**src/rtl/kpn_fifo_channel.sv**
```systemverilog
// kpn_fifo_channel: blocking KPN channel FIFO with registered read data, count and almost-full; optional error flags via KPN_FIFO_ERR_EN
module kpn_fifo_channel #(
  parameter int BITS_NUMBER   = 16,
  parameter int FIFO_ELEMENTS = 5,
  parameter int AF_THRESH     = 2**FIFO_ELEMENTS-2
) (
  input  logic                     clk,
  input  logic                     reset,
  input  logic                     wr,
  input  logic [BITS_NUMBER-1:0]   entry_1,
  input  logic                     rd,
  output logic [BITS_NUMBER-1:0]   output_1,
  output logic                     output_valid,
  output logic                     full,
  output logic                     almost_full,
  output logic                     empty,
  output logic [FIFO_ELEMENTS:0]   count
`ifdef KPN_FIFO_ERR_EN
  ,
  input  logic                     err_clear,
  output logic                     overflow,
  output logic                     underflow
`endif
);
  localparam int DEPTH = 2**FIFO_ELEMENTS;
  localparam logic [FIFO_ELEMENTS:0] DEPTH_W = DEPTH[FIFO_ELEMENTS:0];
  localparam logic [FIFO_ELEMENTS:0] AF_W = AF_THRESH[FIFO_ELEMENTS:0];
  logic [BITS_NUMBER-1:0] mem [DEPTH];
  logic [FIFO_ELEMENTS-1:0] wp, rp;
  logic wr_acc, rd_acc;
  logic [FIFO_ELEMENTS:0] count_n;
  always_comb begin
    wr_acc = wr & ~full;
    rd_acc = rd & ~empty;
    count_n = (wr_acc && !rd_acc) ? count + 1'b1 : (rd_acc && !wr_acc) ? count - 1'b1 : count;
  end
  // storage is deliberately left out of reset
  always_ff @(posedge clk)
    if (!reset && wr_acc) mem[wp] <= entry_1;
  always_ff @(posedge clk) begin
    if (reset) begin
      wp <= '0;
      rp <= '0;
      count <= '0;
      empty <= 1'b1;
      full <= 1'b0;
      almost_full <= 1'b0;
      output_1 <= '0;
      output_valid <= 1'b0;
    end else begin
      if (wr_acc) wp <= wp + 1'b1;
      if (rd_acc) begin
        rp <= rp + 1'b1;
        output_1 <= mem[rp];
      end
      output_valid <= rd_acc;
      count <= count_n;
      empty <= count_n == '0;
      full <= count_n == DEPTH_W;
      almost_full <= count_n >= AF_W;
    end
  end
`ifdef KPN_FIFO_ERR_EN
  always_ff @(posedge clk) begin
    if (reset) begin
      overflow <= 1'b0;
      underflow <= 1'b0;
    end else begin
      overflow <= (wr & full) | (overflow & ~err_clear);
      underflow <= (rd & empty) | (underflow & ~err_clear);
    end
  end
`endif
endmodule

```
**config.mk**
```make
export PLATFORM = sky130hd
export DESIGN_NAME = kpn_fifo_channel
export DESIGN_NICKNAME = d
export VERILOG_FILES = /design/src/rtl/kpn_fifo_channel.sv
export SDC_FILE = /design/constraint.sdc
export NUM_CORES = 1
export LEC_CHECK = 0
export ABC_AREA = 1
export CORE_AREA = 2 2 191 193
export CTS_CLUSTER_DIAMETER = 40
export DETAILED_ROUTE_END_ITERATION = 16
export DIE_AREA = 0 0 193 195
export HOLD_SLACK_MARGIN = 0.12
export PLACE_DENSITY = 0.88
export SYNTH_ARGS = -nofsm -noshare
export SYNTH_HDL_FRONTEND = slang
export SYNTH_SLANG_ARGS = --single-unit
```
**constraint.sdc**
```tcl
create_clock -name clk -period 3.7 [get_ports clk]
set_input_delay 0.925 -clock clk [delete_from_list [all_inputs] [get_ports clk]]
set_output_delay 0.925 -clock clk [all_outputs]
set_load 0.01 [all_outputs]
```
==> results of run 1 <==
-- area by class of cell --
| cell class | count | area share, % |
|---|---|---|
| timing repair buffer | 114 | 3.995 |
| multi-input combinational | 1296 | 20.92 |
| clock inverter | 38 | 1.988 |
| sequential | 548 | 61.64 |
| clock buffer | 68 | 5.815 |
| tap | 461 | 2.208 |
| inverter | 237 | 3.434 |
-- critical path: cells and delay by family, from the launching register on --
family                 cells  cell delay [ps]
AND/OR/NAND/NOR            6              920
buffers and inverters      2             1200
AO/OA/AOI/OAI              1              160
flip-flops                 1              300
-- stage by stage --
step / util [%] / std cells / area, µm²
finish: 73.80 / 2762 / 26120
global route: 73.80 / 2762 / 26120
CTS: 73.80 / 2762 / 26120
detailed placement: 68.04 / 2656 / 24080
global placement: 68.04 / 2656 / 24080
floorplan: - / 2190 / 22940
-- cell usage after synthesis --
| library cell | count | area share, % |
|---|---|---|
| edfxtp_1 | 512 | 67 |
| o21ai_0 | 29 | 0.63 |
| nand2_1 | 725 | 12 |
| buf_1 | 11 | 0.18 |
| o22ai_1 | 1 | 0.027 |
| nor2_4 | 1 | 0.049 |
| buf_2 | 69 | 1.5 |
| ha_1 | 7 | 0.38 |
| o211ai_1 | 1 | 0.033 |
| nor3_1 | 6 | 0.13 |
| nor2_1 | 147 | 2.4 |
| nand3_1 | 321 | 7.0 |
| nand4_1 | 2 | 0.055 |
| xor2_1 | 1 | 0.038 |
| dfxtp_1 | 36 | 3.1 |
| inv_2 | 1 | 0.016 |
| a21oi_1 | 55 | 1.2 |
| clkbuf_1 | 29 | 0.47 |
| inv_1 | 232 | 3.8 |
| clkinv_1 | 4 | 0.065 |
-- power by group --
| part | switching, W | internal (W) |
|---|---|---|
| clock network | 0.00244 | 0.00367 |
| registers | 0.0000879 | 0.00686 |
| logic | 0.00154 | 0.000627 |
-- kinds of logic after synthesis --
group,count (synthesis),synth area share [%]
compound gates,86,1.892
fa+ha+maj,7,0.3817
xor+xnor,1,0.03818
simple gates,1202,21.50
flops,548,70.15
buf+inv,346,6.037
-- state kept, by name, indices dropped and copies added, names as in the netlist --
signal	cells
almost_full	1
count	6
empty	1
full	1
mem	512
output_1	16
output_valid	1
rp	5
wp	5
-- how the worst min path moves through the flow --
stage,startpoint,endpoint,depth (start not counted)
floorplan,output_1[0]$_SDFFE_PP0P_,output_1[0]$_SDFFE_PP0P_,2
global placement,output_1[8]$_SDFFE_PP0P_,output_1[8]$_SDFFE_PP0P_,2
detailed placement,output_1[8]$_SDFFE_PP0P_,output_1[8]$_SDFFE_PP0P_,2
CTS,output_1[8]$_SDFFE_PP0P_,output_1[8]$_SDFFE_PP0P_,2
global route,output_1[8]$_SDFFE_PP0P_,output_1[8]$_SDFFE_PP0P_,2
finish,output_1[8]$_SDFFE_PP0P_,output_1[8]$_SDFFE_PP0P_,2
-- routing by layer --
layer | share of wire (%) | up-vias | track usage [%]
met4 | 5.7 | 0 | 17.56
met1 | 35 | 7683 | 43.67
li1 | - | 7371 | -
met3 | 12 | 223 | 7.387
met5 | 0 | - | 0
met2 | 47 | 1153 | 51.64
==> impl_metrics.csv, run 1 <==
group,metric,value,unit
sta,clock_skew,25.17,ps
sta,hold_viol,0,
route,first_pass_iters,6,
setup_path,slowest_stage,"inv_1",
clock_network,cts_buffers,57,
clock_network,post_cts_resized,0,
placed_design,io_buffers,45,
grt,grt_pass1_vias,16056,
grt,grt_max_degree,275,
synthesis,synth_cells,2190,
floorplanning,rows,69,
sta,fin_hold_ws,463.1,ps
power,leakagePower,10.35,nW
setup_path,crit_end,"output_1[5]$_SDFFE_PP0P_",
sta,relSlewSlack,18.60,%
power,total_power,0.01522,W
placed_design,pre_cts_ws,624.0,ps
clock_network,cts_buffer_depth,3,
synthesis,syn-num-nets,2217,
clock_network,path_clk_slew,60,ps
setup_path,max_stage_delay,830,ps
floorplanning,dieHeight,195,µm
sta,fmax,369.1,MHz
sta,period_minus_slack,2709,ps
setup_path,cp_max_fo,35,
synthesis,synth_warnings,0,
cells_and_area,fin_nets,2281,
setup_path,cp-start-kind,"register",
floorplanning,fp.dieW,193,µm
setup_path,critPathRequiredTime,4250,ps
clock_network,cts_tree,"done",
cells_and_area,drive_above_1_share,7.388,%
setup_path,worstPathCellList,"buf_4 -> nand2_1 -> inv_1 -> nand3_1 -> nand2_1 -> nor2_1 -> nand2_1 -> nand3_1 -> a21oi_1",
synthesis,synth-seq-cells,548,
cells_and_area,layout_common_cells,"nand2_1 (725), edfxtp_1 (512), nand3_1 (321), inv_1 (231), nor2_1 (147)",
route,totalWireLength,60900,µm
floorplanning,dieArea,37640,µm²
setup_path,r2r_cells,9,
route,vias_per_cell,5.949,
cells_and_area,multi_input_comb_area,5464,µm²
route,vias,16430,
setup_path,cpMostUsedCell,"nand2_1",
sta,tightest_slew,1221,ps
grt,overflow,0,
clock_network,clock_sinks,548,
grt,gr-usage-all-layers,33.07,%
synthesis,syn_area,22940,µm²
setup_path,r2r_slack,990,ps
cells_and_area,synthToLayoutAreaGrowth,13.85,%
setup_path,worstReg2RegStart,"rp[2]$_SDFFE_PP0P_",
cells_and_area,antennaDiodeCount,0,
clock_network,cts_setup_buffers,0,
cells_and_area,nFillCells,2150,
setup_path,r2r-end,"output_1[5]$_SDFFE_PP0P_",
sta,maxSlewViolCount,0,
power,power.density,582.5,nW/µm²
setup_path,crit_path_end_kind,"register",
synthesis,seq_area_frac_synth,70.15,%
sta,setup_viol,0,
outcome,status,"finished, final reports clean",
cells_and_area,final_common_cell,"nand2_1",
grt,antenna_found_initial,1,
floorplanning,start_util,64.82,%
route,drc_errors,0,
flow_run,drv_cap,0,
grt,grt_pass1_wl,91320,µm
synthesis,synthDistinctLibCells,20,
route,wire_per_inst,22.05,µm
setup_path,critPathArrivalTime,3260,ps
floorplanning,io_pins,46,
sta,setup_ws,991.1,ps
clock_network,htree_levels,2,
power,peakVddDrop,0.4992,mV
floorplanning,core_area,35400,µm²
cells_and_area,seq_area,16100,µm²
clock_network,clk_latency,620,ps
synthesis,synth_area_per_cell,10.48,µm²
route,drt_iter0_drc,2478,
clock_network,root_buffer,"clkbuf_16",
clock_network,cts.hold.buffers_added,0,
sta,period_share,73.21,%
setup_path,worstSetupStartpoint,"rp[2]$_SDFFE_PP0P_",
placed_design,place.gp.congestion,0.9283,
sta,rsz0062_at_grt,"false",
hold_path,hold_path_class,"register to register",
route,ant_nets,0,
setup_path,worstSetupPathType,"register to register",
sta,tns,0,ps
placed_design,post-dp-hpwl,35430,µm
Power figures use the tool's default switching activity.
==> run 2, diff against run 1 <==
--- a/config.mk
+++ b/config.mk
@@ -6,12 +6,12 @@
 export NUM_CORES = 1
 export LEC_CHECK = 0
 export ABC_AREA = 1
-export CORE_AREA = 2 2 191 193
+export CORE_AREA = 2 2 196 198
 export CTS_CLUSTER_DIAMETER = 40
 export DETAILED_ROUTE_END_ITERATION = 16
-export DIE_AREA = 0 0 193 195
+export DIE_AREA = 0 0 198 200
 export HOLD_SLACK_MARGIN = 0.12
-export PLACE_DENSITY = 0.88
+export PLACE_DENSITY = 0.85
 export SYNTH_ARGS = -nofsm -noshare
 export SYNTH_HDL_FRONTEND = slang
 export SYNTH_SLANG_ARGS = --single-unit
==> constraint.sdc (replaced) <==
create_clock -name clk -period 2.6 [get_ports clk]
set_input_delay 0.65 -clock clk [delete_from_list [all_inputs] [get_ports clk]]
set_output_delay 0.65 -clock clk [all_outputs]
set_load 0.01 [all_outputs]
==> run 2 against run 1 <==
Design area increased by 1.1%. Die area grew 5.2%. Count of clock-buffer cells in the layout stayed put. Cell count rose by 2.6%. Worst setup slack lost 770 ps. Worst hold slack improved by 16 ps. Critical path depth shrank 8. Sequential power up 43%. Via count shrank 0.20%.
==> impl_metrics.csv, run 2 (synthesized netlist as in run 1, its figures left out) <==
group,metric,value,unit
floorplanning,fp.dieW,198,µm
hold_path,hold_path_class,"register to register",
setup_path,cp_max_fo,2,
sta,period_share,91.61,%
sta,setup_ws,218.1,ps
cells_and_area,nFillCells,2517,
sta,maxSlewViolCount,0,
cells_and_area,reg.largest.list,"mem: 512 flops, output_1: 16 flops, count: 6 flops",
grt,antenna_found_initial,0,
sta,relSlewSlack,57.68,%
floorplanning,rows,71,
clock_network,root_buffer,"clkbuf_16",
sta,tightest_slew,634.8,ps
route,drc_errors,0,
clock_network,path_clk_slew,70,ps
sta,rsz0062_at_grt,"false",
sta,period_minus_slack,2382,ps
cells_and_area,regMostFlops,"mem",
cells_and_area,antennaDiodeCount,0,
grt,gr-usage-all-layers,31.83,%
setup_path,crit_path_end_kind,"output port",
placed_design,post-dp-hpwl,36460,µm
clock_network,clock_sinks,548,
route,wire_per_inst,21.73,µm
floorplanning,start_util,61.35,%
power,pwr-share-clk,38.8,%
floorplanning,core_area,37400,µm²
placed_design,pre_cts_ws,132.9,ps
power,p_sw_share,27.34,%
cells_and_area,synthToLayoutAreaGrowth,15.06,%
floorplanning,dieHeight,200,µm
clock_network,cts_buffers,60,
clock_network,cts_setup_buffers,0,
setup_path,slowest_stage,"clkdlybuf4s50_1",
setup_path,critPathRequiredTime,1950,ps
outcome,status,"finished, final reports clean",
sta,hold_viol,0,
clock_network,cts_tree,"done",
power,pwr-share-comb,14.9,%
grt,grt_pass1_wl,90970,µm
clock_network,cts_buffer_depth,3,
route,drt_iter0_drc,2327,
cells_and_area,final_common_cell,"nand2_1",
route,totalWireLength,61590,µm
placed_design,place.gp.congestion,0.9696,
sta,tns,0,ps
setup_path,worstPathCellList,"clkdlybuf4s50_1",
power,internal_power,0.01553,W
power,p_sw,0.005845,W
sta,clock_skew,13.21,ps
floorplanning,dieArea,39600,µm²
clock_network,clk_latency,610,ps
sta,setup_viol,0,
route,ant_nets,0,
setup_path,cp-start-kind,"register",
power,p_seq_share,46.4,%
grt,overflow,0,
power,peakVddDrop,0.9146,mV
cells_and_area,largest_reg_flops,512,
floorplanning,io_pins,46,
cells_and_area,drive_above_1_share,8.007,%
grt,grt_max_degree,88,
setup_path,timing.critical_path.buf_inv,1,
power,power.density,809.7,nW/µm²
setup_path,worstSetupPathType,"register to output port",
grt,grt_pass1_vias,15886,
clock_network,htree_levels,2,
route,vias,16397,
placed_design,io_buffers,45,
power,leakagePower,10.45,nW
cells_and_area,fin_nets,2303,
flow_run,drv_cap,0,
clock_network,cts.hold.buffers_added,0,
cells_and_area,layout_common_cells,"nand2_1 (725), edfxtp_1 (512), nand3_1 (321), inv_1 (231), nor2_1 (147)",
setup_path,max_stage_delay,610,ps
route,vias_per_cell,5.786,
clock_network,post_cts_resized,0,
sta,fmax,419.8,MHz
setup_path,cpLargestDelayFamily,"buffers and inverters",
setup_path,critPathArrivalTime,1730,ps
route,first_pass_iters,10,
## run 2: layout make-up
class                   instances  area (µm²)  share of cell area (%)
multi-input cells            1296        5464                   20.70
inverters                     237       897.1                   3.398
well taps                     511       639.4                   2.422
flip-flops and latches        548       16100                   61.00
repair buffers                133        1349                   5.109
clock buffers                  68        1553                   5.882
clock inverters                41       395.4                   1.498
## run 2: power groups by stage
stage	clock network (W)	registers [W]	logic, W
2_1_floorplan	0	0.0100	0.00187
6_report	0.00828	0.00992	0.00318
3_3_place_gp	0	0.0101	0.00298
3_5_place_dp	0	0.0101	0.00305
4_1_cts	0.00834	0.00991	0.00309
5_1_grt	0.00865	0.00992	0.00343
## run 2: worst paths after layout
kind	from	to	slack, ps	cells past startpoint
max	output_1[11]$_SDFFE_PP0P_	output_1[11]	220	1
min	output_1[0]$_SDFFE_PP0P_	output_1[0]$_SDFFE_PP0P_	480	2
max reg2reg	rp[0]$_SDFFE_PP0P_	output_1[14]$_SDFFE_PP0P_	450	11
min reg2reg	output_1[0]$_SDFFE_PP0P_	output_1[0]$_SDFFE_PP0P_	480	2
## run 2: layer usage
| layer | up-vias | share of wire (%) | global-route usage [%] |
|---|---|---|---|
| li1 | 7417 | - | - |
| met2 | 1115 | 46 | 51.75 |
| met5 | - | 0 | 0 |
| met1 | 7628 | 36 | 40.95 |
| met3 | 237 | 11 | 6.519 |
| met4 | 0 | 5.6 | 16.85 |
## run 2: per-stage QoR
step	hold WS, ps	util (%)	cells	power [W]	cell area, µm²
finish	479.6	70.59	2834	0.02138	26400
global route	512.1	70.59	2834	0.02201	26400
CTS	470.0	70.59	2834	0.02133	26400
detailed placement	461.9	65.38	2725	0.01315	24450
global placement	453.3	65.38	2725	0.01307	24450
floorplan	490.0	-	2190	0.01192	22940
